$ cat src/rtl/sound_pkg.sv
// Shared definitions for the sound event sequencer.
// Channel FSM state encoding and channel index constants used by
// sound_event_sequencer and sfx_channel.
package sound_pkg;

  typedef enum logic [1:0] {
    IDLE     = 2'd0,
    ARMED    = 2'd1,
    PLAYING  = 2'd2,
    COOLDOWN = 2'd3
  } ch_state_t;

  localparam int CH_SAW    = 0;
  localparam int CH_SQUARE = 1;
  localparam int CH_NOISE  = 2;
  localparam int NUM_CH    = 3;

endpackage

$ cat src/rtl/sfx_channel.sv
// One sound-effect channel: turns a single-cycle event into a frame-aligned
// trigger level lasting FRAMES frame ticks, with retrigger and cooldown.
// Ports:
//   clk, reset   clock, asynchronous active-high reset
//   ev           single-cycle event pulse
//   frame_tick   single-cycle frame boundary strobe
//   trigger      registered trigger level (high exactly while PLAYING)
//   busy         channel not IDLE
module sfx_channel
  import sound_pkg::*;
#(
  parameter int FRAMES          = 8,
  parameter int COOLDOWN_FRAMES = 2,
  parameter int CNT_W           = 6
) (
  input  logic clk,
  input  logic reset,
  input  logic ev,
  input  logic frame_tick,
  output logic trigger,
  output logic busy
);

  localparam int CNT_MAX = (1 << CNT_W) - 1;

  generate
    if (FRAMES < 1 || FRAMES > CNT_MAX) begin : g_bad_frames
      $error("sfx_channel: FRAMES out of range for CNT_W");
    end
    if (COOLDOWN_FRAMES < 0 || COOLDOWN_FRAMES > CNT_MAX) begin : g_bad_cd
      $error("sfx_channel: COOLDOWN_FRAMES out of range for CNT_W");
    end
  endgenerate

  localparam logic [CNT_W-1:0] PLAY_LOAD = CNT_W'(FRAMES - 1);
  localparam logic [CNT_W-1:0] CD_LOAD   =
    (COOLDOWN_FRAMES > 0) ? CNT_W'(COOLDOWN_FRAMES - 1) : '0;
  localparam bit CD_EN = (COOLDOWN_FRAMES > 0);

  ch_state_t        state_q, state_d;
  logic [CNT_W-1:0] cnt_q, cnt_d;
  logic             retrig_q, retrig_d;
  logic             trig_q, trig_d;

  always_ff @(posedge clk or posedge reset) begin
    if (reset) begin
      state_q  <= IDLE;
      cnt_q    <= '0;
      retrig_q <= 1'b0;
      trig_q   <= 1'b0;
    end else begin
      state_q  <= state_d;
      cnt_q    <= cnt_d;
      retrig_q <= retrig_d;
      trig_q   <= trig_d;
    end
  end

  always_comb begin
    state_d  = state_q;
    cnt_d    = cnt_q;
    retrig_d = retrig_q;
    trig_d   = trig_q;
    case (state_q)
      IDLE: begin
        // An event coincident with a tick only arms; the start waits
        // for the following tick so the APU envelope begins on a boundary.
        if (ev) state_d = ARMED;
      end
      ARMED: begin
        if (frame_tick) begin
          state_d = PLAYING;
          cnt_d   = PLAY_LOAD;
          trig_d  = 1'b1;
        end
      end
      PLAYING: begin
        if (frame_tick) begin
          if (retrig_q) begin
            // Retrigger wins over end-of-play on the same tick.
            cnt_d    = PLAY_LOAD;
            retrig_d = 1'b0;
          end else if (cnt_q != '0) begin
            cnt_d = cnt_q - 1'b1;
          end else begin
            trig_d = 1'b0;
            if (CD_EN) begin
              state_d = COOLDOWN;
              cnt_d   = CD_LOAD;
            end else begin
              state_d = IDLE;
              cnt_d   = '0;
            end
          end
        end
        // An event on the tick cycle is remembered for the next tick.
        if (ev) retrig_d = 1'b1;
      end
      COOLDOWN: begin
        if (frame_tick) begin
          if (cnt_q == '0) state_d = IDLE;
          else             cnt_d   = cnt_q - 1'b1;
        end
      end
      default: state_d = IDLE;
    endcase
  end

  assign trigger = trig_q;
  assign busy    = (state_q != IDLE);

endmodule

$ cat src/rtl/sound_event_sequencer.sv
// Sound event sequencer: converts shoot/hit/explode game events into
// frame-aligned saw/square/noise trigger levels for the APU.
// A frame tick is the first cycle the sync generator sits at pixel (0,0).
// Ports:
//   clk, reset        clock, asynchronous active-high reset
//   x, y              current pixel column / row
//   ev_shoot/hit/explode  single-cycle event pulses (saw/square/noise)
//   saw/square/noise_trigger  registered trigger levels to the APU
//   busy              {noise,square,saw} channel not IDLE
// Optional feature macro: SFX_PRIORITY_EN -- while the noise channel plays,
// the saw and square triggers are held low (their channels keep running).
module sound_event_sequencer
  import sound_pkg::*;
#(
  parameter int SAW_FRAMES      = 8,
  parameter int SQUARE_FRAMES   = 16,
  parameter int NOISE_FRAMES    = 32,
  parameter int COOLDOWN_FRAMES = 2,
  parameter int CNT_W           = 6
) (
  input  logic       clk,
  input  logic       reset,
  input  logic [9:0] x,
  input  logic [9:0] y,
  input  logic       ev_shoot,
  input  logic       ev_hit,
  input  logic       ev_explode,
  output logic       saw_trigger,
  output logic       square_trigger,
  output logic       noise_trigger,
  output logic [2:0] busy
);

  logic              origin, origin_prev, frame_tick;
  logic [NUM_CH-1:0] ev, ch_trig, ch_busy;

  assign origin     = (x == 10'd0) && (y == 10'd0);
  assign frame_tick = origin && !origin_prev;

  always_ff @(posedge clk or posedge reset) begin
    if (reset) origin_prev <= 1'b0;
    else       origin_prev <= origin;
  end

  assign ev[CH_SAW]    = ev_shoot;
  assign ev[CH_SQUARE] = ev_hit;
  assign ev[CH_NOISE]  = ev_explode;

  for (genvar c = 0; c < NUM_CH; c++) begin : g_ch
    localparam int F = (c == CH_SAW)    ? SAW_FRAMES :
                       (c == CH_SQUARE) ? SQUARE_FRAMES : NOISE_FRAMES;
    sfx_channel #(
      .FRAMES          (F),
      .COOLDOWN_FRAMES (COOLDOWN_FRAMES),
      .CNT_W           (CNT_W)
    ) u_ch (
      .clk        (clk),
      .reset      (reset),
      .ev         (ev[c]),
      .frame_tick (frame_tick),
      .trigger    (ch_trig[c]),
      .busy       (ch_busy[c])
    );
  end

`ifdef SFX_PRIORITY_EN
  // A channel's trigger register is high exactly while it is PLAYING,
  // so the noise trigger register doubles as the noise-playing flag.
  assign saw_trigger    = ch_trig[CH_SAW]    & ~ch_trig[CH_NOISE];
  assign square_trigger = ch_trig[CH_SQUARE] & ~ch_trig[CH_NOISE];
`else
  assign saw_trigger    = ch_trig[CH_SAW];
  assign square_trigger = ch_trig[CH_SQUARE];
`endif
  assign noise_trigger  = ch_trig[CH_NOISE];
  assign busy           = ch_busy;

endmodule
$ cat config.mk
export PLATFORM = sky130hd
export DESIGN_NAME = sound_event_sequencer
export DESIGN_NICKNAME = d
export VERILOG_FILES = /design/src/rtl/sound_pkg.sv /design/src/rtl/sfx_channel.sv /design/src/rtl/sound_event_sequencer.sv
export SDC_FILE = /design/constraint.sdc
export NUM_CORES = 1
export LEC_CHECK = 0
export ABC_AREA = 1
export CORE_UTILIZATION = 59
export CTS_CLUSTER_SIZE = 14
export DETAILED_ROUTE_END_ITERATION = 16
export PLACE_DENSITY = 0.85
export SLEW_MARGIN = 10
export SYNTH_ARGS = -nofsm -noshare
export SYNTH_HDL_FRONTEND = slang
export SYNTH_SLANG_ARGS = --single-unit
$ cat constraint.sdc
create_clock -name clk -period 3.5 [get_ports clk]
set_clock_uncertainty 0.05 [all_clocks]
set_input_delay 0.875 -clock clk [delete_from_list [all_inputs] [get_ports clk]]
set_output_delay 0.875 -clock clk [all_outputs]
set_load 0.05 [all_outputs]
Word level (Yosys, flattened, before mapping):

Cells that the tools add are included.

* bits of input ports: 25
* bits in registers: 31
* output and inout port bits: 6

* mux-type cells: 60
* $add $sub $neg: 3
* equal/unequal tests: 33
* reduce and logical (&&, ||, !) cells: 38

Operators with widths (number)
* $mux 6: 18
* $pmux 6 s3: 3
* $ne 2x2->1 const B: 21
* $mux 2: 19
* $reduce_and 5->1: 6
* $pmux 2 s4: 3
* $reduce_and 7->1: 3
* $logic_not 10->1: 2
* $logic_not 6->1: 3
* $reduce_bool 2->1: 9
* $reduce_bool 6->1: 3
* $sub 6x1->6 const B: 3
* $mux 1: 14
* $eq 2x2->1 const B: 6
* $reduce_bool 3->1: 3
* $eq 2x1->1 const B: 3
* $logic_not 2->1: 3
* $ne 2x1->1 const B: 3
* $pmux 1 s2: 3
* $reduce_and 2->1: 3
* $logic_and 1x1->1: 2
* $logic_not 1->1: 1

Depth between registers and ports, before layout:

Gate-level depths: netlist of the first run.

* word-level depth: 5
* gate-level depth with buffers: 9
* gate-level depth less buffers: 9

Cells and area by module:

Synthesis of the first run repeated with hierarchy kept, for this count alone.

* cell total of the unflattened synthesis: 341
* area, all modules: 2418.6 um2

Modules (own cells, without submodules)
* sfx_channel at g_ch[2].u_ch: sequential area each 250.2 um2, cells each 109, area each 773.2 um2, times used 1
* sfx_channel at g_ch[0].u_ch: sequential area each 250.2 um2, cells each 109, area each 772.0 um2, times used 1
* sfx_channel at g_ch[1].u_ch: sequential area each 250.2 um2, cells each 101, area each 753.2 um2, times used 1
* sound_event_sequencer: sequential area each 25.0 um2, cells each 22, area each 120.1 um2, times used 1

Worst setup path after synthesis of the first run:

Ideal clock, no wire load.

* path type: input to register
* start point: in y[3]
* end point: reg g_ch[2].u_ch.cnt_q[0]
* arrival: 1813 ps
* stages: 9
* slack: 1513 ps
* data required time: 3326 ps
* path through: nor2_1 -> nand2_1 -> nor2_2 -> nand4_4 -> nand2_1 -> nand3_2 -> buf_6 -> nand2_1 -> o21ai_2

* cells in the longest elaborated chain, start to end: 5

RTL lines
* start, declared: RTL line sound_event_sequencer.sv:24 `input logic [9:0] y,`
* $logic_not 10->1 (*): RTL line sound_event_sequencer.sv:37 `assign origin = (x == 10'd0) && (y == 10'd0);`
* $logic_and 1x1->1 (*): RTL line sound_event_sequencer.sv:37
* $logic_and 1x1->1 (*): RTL line sound_event_sequencer.sv:38 `assign frame_tick = origin && !origin_prev;`
* $ne 2x2->1 (no source line)
* $reduce_and 5->1 (no source line) (*)
* end signal, assigned: RTL line sfx_channel.sv:53 `cnt_q <= cnt_d;`
* end, declared: RTL line sfx_channel.sv:41 `logic [CNT_W-1:0] cnt_q, cnt_d;`

Mark *: on every way between the ends. The rest lies on a longest branch, timed or not.
A chain may end at the register's enable or synchronous reset.

Final worst setup path of the first run:

* start point: reg g_ch[1].u_ch.state_q[0]
* end point: out busy[1]

* cells in the longest elaborated chain, start to end: 1

RTL lines
* start, declared: RTL line sfx_channel.sv:40 `ch_state_t state_q, state_d;`
* start signal, assigned: RTL line sfx_channel.sv:52 `state_q <= state_d;`
* $reduce_bool 2->1: RTL line sfx_channel.sv:110 `assign busy = (state_q != IDLE);`
* end, declared: RTL line sound_event_sequencer.sv:31 `output logic [2:0] busy`

Every way passes these cells.

==> results.toml, run 1 <==
[run_status]
status = "completed"

[clock_tree]
cts_made_buffers = 5
clock_latency_ps = 280
cts_tree = "built"
root_buffer = "clkbuf_8"
clock_path_buffers = 2
cts_sinks = 31
cts_resized = 0
htreeDepth = 2
post_cts_buffers = 0
cts.hold.buffers_added = 0
clk_pin_slew_ps = 70

[power_and_ir_drop]
p_leak_nw = 1.27
pwr-share-comb_pct = 60.6
power_density_nw_per_um2 = 867
internal_power_mw = 1.13
pwr-share-clk_pct = 12.1
netSwitchingFraction_pct = 49.9
irDropWorstVdd_mv = 0.640
pwr-share-seq_pct = 27.4
p_sw_mw = 1.13

[sta]
setup-tns-final_ps = 0
finalMaxSlewViolations = 0
rsz0062_at_grt = "no"
worst_slew_pin_slew_ps = 586
setup_violations = 0
fin_crit_sh_pct = 79.8
max_freq_mhz = 358
fin_crit_ps = 2790
max-slew-margin-rel_pct = 60.5
hold_viol = 0

[global_routing]
grt_pass1_wl_microns = 7990
grt_pass1_vias = 1906
overflow = 0
grtUsageTotal_pct = 25.4
grt_max_degree = 32
antenna_found_initial = 0

[floorplan]
die_h_microns = 63.2
num_rows = 21
io_pins = 31
dieWidth_microns = 63.2
core_area_sq_um = 3470
die_area_sq_um = 3990
start_util_pct = 63.6

[logic_synthesis]
synth_top_area_share_pct = 35.1
synth.area.top_cells = "dfrtp_1 35%, nand2_1 12%, ha_1 11%"
synth_edf_count = 0
yosysTopAreaCell = "dfrtp_1"
ys_top_cells_by_count = "71 x nand2_1, 32 x inv_1, 32 x nor2_1, 31 x dfrtp_1, 21 x o21ai_0"
postSynthCellCount = 287
synth_top_flop_cell = "dfrtp_1"
yosysWarnings = 0
ys_types = 32
yosysMostFrequentCell = "nand2_1"
synth_area_per_cell_sq_um = 7.69
synth_seq_cells = 31
async_flop_share_pct = 100
seq_area_frac_synth_pct = 35.1
synth_area_sq_um = 2210
syn_nets = 332

[job]
drv_cap = 0

[critical_path]
cp_slowest_stage_delay_ps = 800
arrival_ps = 1870
crit_required_ps = 2570
critical_path.top_delay_family = "buffers and inverters"
end_kind = "primary output"
worstPathMaxFanout = 4
ff2ff_path_depth = 8
critPathBufInv = 3
worstSetupPathDepth = 4
path_cells = "inv_1 > ha_1 > inv_1 > clkdlybuf4s50_1"
critPathKind = "register to primary output"
critPathSlowestCell = "clkdlybuf4s50_1"
worstSetupStartpointType = "register"
cp_common_cell = "inv_1"

[placed_design]
place.detailed.hpwl_microns = 3360
place_congestion = 0.870
portBuffers = 30

[layout]
diodes = 0
final_util_pct = 75.2
nets = 364
multi_input_area_sq_um = 1260
drive_gt1_share_pct = 10.3
seqCellArea_sq_um = 776
fill_cells = 283
area_delta_synth_final_pct = 18.1

[routing]
drtPass1Iterations = 4
wl_per_cell_microns = 12.3
drt-vias-per-instance = 5.32
via_count = 1948
drc = 0
first_iter_violations = 88
ant_nets = 0
wirelength_microns = 4500

[worst_hold_path]
hold_path_class = "register to register"
worstHoldPathCells = 2
-- power groups by stage --
| stage | registers, mW | logic (mW) | clock network, mW |
|---|---|---|---|
| detailed placement | 0.618 | 1.35 | 0 |
| global route | 0.632 | 1.56 | 0.291 |
| floorplan | 0.608 | 1.13 | 0 |
| CTS | 0.615 | 1.37 | 0.276 |
| global placement | 0.612 | 1.31 | 0 |
| finish | 0.619 | 1.37 | 0.273 |
-- cell families after synthesis --
| group | count (synthesis) | share of synthesized area (%) |
|---|---|---|
| simple gates | 138 | 28.3 |
| compound gates | 49 | 13.4 |
| buf+inv | 39 | 7.82 |
| flops | 31 | 35.1 |
| fa+ha+maj | 20 | 11.3 |
| xor+xnor | 10 | 3.97 |
-- state kept, by name (all words and copies together) (netlist names) --
signal	count
g_ch.u_ch.state_q	6
g_ch.u_ch.trigger	3
g_ch.u_ch.retrig_q	3
origin_prev	1
g_ch.u_ch.cnt_q	18
-- metal layers --
layer	wire length [microns]	share of wire, %	up-vias	GRT usage, %
met2	2160	48	63	44.0
met5	0	0	-	0
met1	2010	45	897	30.0
met3	266	5.9	7	5.07
met4	63	1.4	0	11.6
li1	-	-	981	-
-- cell type report --
| type | count | area share [%] |
|---|---|---|
| clock inverters | 3 | 0.576 |
| clock buffers | 5 | 2.64 |
| multi-input cells | 217 | 48.3 |
| repair buffers | 31 | 11.8 |
| inverters | 33 | 4.75 |
| well taps | 46 | 2.21 |
| flip-flops and latches | 31 | 29.8 |
-- worst min-delay path, cell delays in order, from the launching register on --
cell,delay [ps]
dfrtp_1,350
nand2_1,50
nand2_1,60
-- stage by stage --
stage / instances / power [mW] / area (sq um) / hold slack [ps] / worst slack [ps]
6_report: 366 / 2.26 / 2610 / 450 / 706
5_1_grt: 366 / 2.48 / 2610 / 486 / 647
4_1_cts: 366 / 2.26 / 2610 / 465 / 711
3_5_place_dp: 358 / 1.97 / 2520 / 437 / 840
3_3_place_gp: 358 / 1.92 / 2520 / 429 / 913
2_1_floorplan: 287 / 1.74 / 2210 / 427 / 1510
-- path summary, 6_finish.rpt --
| path | start | to | slack (ps) |
|---|---|---|---|
| worst min-delay path | g_ch[0].u_ch.trigger | g_ch[0].u_ch.trigger | 450 |
| worst min register to register | g_ch[0].u_ch.trigger | g_ch[0].u_ch.trigger | 450 |
| min in group asynchronous | reset | g_ch[2].u_ch.trigger | 910 |
| worst max-delay path | g_ch[1].u_ch.state_q[0] | busy[1] | 710 |
| max in group asynchronous | reset | g_ch[1].u_ch.cnt_q[4] | 2180 |
| worst max register to register | g_ch[0].u_ch.state_q[0] | g_ch[0].u_ch.cnt_q[4] | 1630 |
-- cell usage in the layout (no fill, tap or decap), types with 2 or more instances in the layout --
cell type        synthesis  layout
or2_2                    5       5
clkdlybuf4s50_1          0      30
clkinv_2                 0       3
nand4_1                  3       3
clkbuf_8                 0       5
o21ai_0                 21      21
inv_1                   32      32
xnor2_1                  4       4
o21ai_2                  9       9
nor2_1                  32      32
o21bai_1                 2       2
nand2_1                 71      71
xor2_1                   6       6
a22oi_1                  2       2
dfrtp_1                 31      31
nand3_2                  2       2
nand3_1                 14      14
o21ai_1                  4       4
a21oi_1                  8       8
nand2_2                  3       3
nor3_1                   2       2
ha_1                    20      20
(Power assumes the default switching activity.)
==> inputs of run 2 (changes only) <==
- CORE_UTILIZATION: 59 -> 55
- PLACE_DENSITY: 0.85 -> 0.8
- clock period: 3.5 -> 2.9 ns (I/O delays scaled with it)
==> run 2 against run 1 <==
Net effect:
- highest routed layer unchanged
- register-to-register slack got worse by 590 ps
- routed wire length down 8.7%
- combinational power is 18% higher
- utilization fell by 5.4 points
- total power up 20%
- global-route usage down 3.4 points
- flip-flop and latch count is the same
- sequential share of layout area shrank 0.071 points
- largest cell class unchanged
- via count shrank 3.1%
- non-clock buffer count unchanged
- hold slack got worse by 25 ps
==> results.toml, run 2 (synthesized netlist as in run 1, its figures left out) <==
[run_status]
status = "completed"

[layout]
final_cell_mix = "71 x nand2_1, 32 x inv_1, 32 x nor2_1, 31 x dfrtp_1, 30 x clkdlybuf4s50_1"
multi_input_area_sq_um = 1260
fill_cells = 314
layout_commonest_cell = "nand2_1"
area_delta_synth_final_pct = 18.4
diodes = 0
reg.largest.list = "g_ch.u_ch.cnt_q: 18 flops, g_ch.u_ch.state_q: 6 flops"
fin_cells = 367
drive_gt1_share_pct = 10.0
nets = 364
largest_reg_flops = 18
top_register = "g_ch.u_ch.cnt_q"
seqCellArea_sq_um = 776

[clock_tree]
cts_resized = 0
post_cts_buffers = 0
clock_latency_ps = 280
cts_sinks = 31
cts.hold.buffers_added = 0
cts_made_buffers = 5
clock_path_buffers = 2
cts_tree = "built"
htreeDepth = 2
root_buffer = "clkbuf_8"
clk_pin_slew_ps = 60

[critical_path]
cp_common_cell = "inv_1"
path_cells = "inv_1 > ha_1 > inv_1 > clkdlybuf4s50_1"
critical_path.top_delay_family = "buffers and inverters"
crit_required_ps = 2120
worstSetupStartpointType = "register"
arrival_ps = 1850
cp_slowest_stage_delay_ps = 790
critPathKind = "register to primary output"
worstPathMaxFanout = 4
end_kind = "primary output"
critPathSlowestCell = "clkdlybuf4s50_1"
critPathBufInv = 3

[global_routing]
overflow = 0
grt_max_degree = 32
grt_pass1_vias = 1701
antenna_found_initial = 0
grt_pass1_wl_microns = 7310
grtUsageTotal_pct = 22.0

[power_and_ir_drop]
p_leak_nw = 1.27
pwr-share-seq_pct = 27.3
pwr-share-comb_pct = 60.0
p_sw_mw = 1.32
netSwitchingFraction_pct = 48.7
pwr-share-clk_pct = 12.7
irDropWorstVdd_mv = 0.653
power_density_nw_per_um2 = 1030
internal_power_mw = 1.39

[routing]
wirelength_microns = 4110
wl_per_cell_microns = 11.2
first_iter_violations = 84
drtPass1Iterations = 5
ant_nets = 0
drt-vias-per-instance = 5.14
via_count = 1887
drc = 0

[sta]
worst_slew_pin_slew_ps = 565
max-slew-margin-rel_pct = 61.9
setup-tns-final_ps = 0
max_freq_mhz = 381
setup_violations = 0
fin_crit_ps = 2620
finalMaxSlewViolations = 0
hold_viol = 0
rsz0062_at_grt = "no"
fin_crit_sh_pct = 90.4

[placed_design]
portBuffers = 30
dp.cells = 360
place.detailed.hpwl_microns = 3140
place_congestion = 0.848

[floorplan]
die_area_sq_um = 4270
io_pins = 31
die_h_microns = 65.3
dieWidth_microns = 65.3
num_rows = 22
core_area_sq_um = 3740
start_util_pct = 59.0

[job]
drv_cap = 0

[worst_hold_path]
hold_path_class = "register to register"
-- run 2: tightest hold or removal path: stages (launching register included) --
cell and delay, ps:
dfrtp_1 350, nand2_1 50, nand2_1 50
-- run 2: worst paths after layout --
check / endpoint / startpoint / cells after the start / slack, ps
min in group asynchronous: g_ch[0].u_ch.cnt_q[5] / reset / 3 / 780
hold reg to reg: g_ch[0].u_ch.trigger / g_ch[0].u_ch.trigger / 2 / 420
setup / recovery: busy[0] / g_ch[0].u_ch.state_q[0] / 4 / 280
setup reg to reg: g_ch[0].u_ch.cnt_q[4] / g_ch[0].u_ch.state_q[0] / 8 / 1040
hold / removal: g_ch[0].u_ch.trigger / g_ch[0].u_ch.trigger / 2 / 420
max in group asynchronous: g_ch[2].u_ch.cnt_q[2] / reset / 3 / 1730
-- run 2: power groups by stage --
stage	registers [mW]	logic [mW]	clock network (mW)
after floorplan	0.734	1.37	0
after global placement	0.738	1.59	0
after detailed placement	0.741	1.63	0
after CTS	0.737	1.63	0.350
after global routing	0.761	1.88	0.368
final	0.738	1.62	0.342
-- run 2: layout make-up --
cell class / count / share of cell area (%)
clock buffer: 6 / 3.16
sequential: 31 / 29.7
tap: 48 / 2.30
timing repair buffer: 31 / 11.8
clock inverter: 1 / 0.191
inverter: 33 / 4.74
multi-input combinational: 217 / 48.2
-- run 2: per-layer routing --
metal	global-route usage, %	vias to the layer above	wire, microns
li1	-	983	-
met1	29.3	843	1970
met2	35.7	57	1790
met3	4.34	4	308
met4	7.34	0	43
met5	0	-	0
-- run 2: through the flow --
stage	setup WS, ps	power, mW	instance area (sq um)	hold slack [ps]	utilization (%)
floorplan	1060	2.10	2210	427	-
global placement	452	2.33	2530	406	67.5
detailed placement	396	2.37	2530	418	67.5
CTS	269	2.72	2610	435	69.8
global route	202	3.01	2610	454	69.8
finish	278	2.70	2610	425	69.8
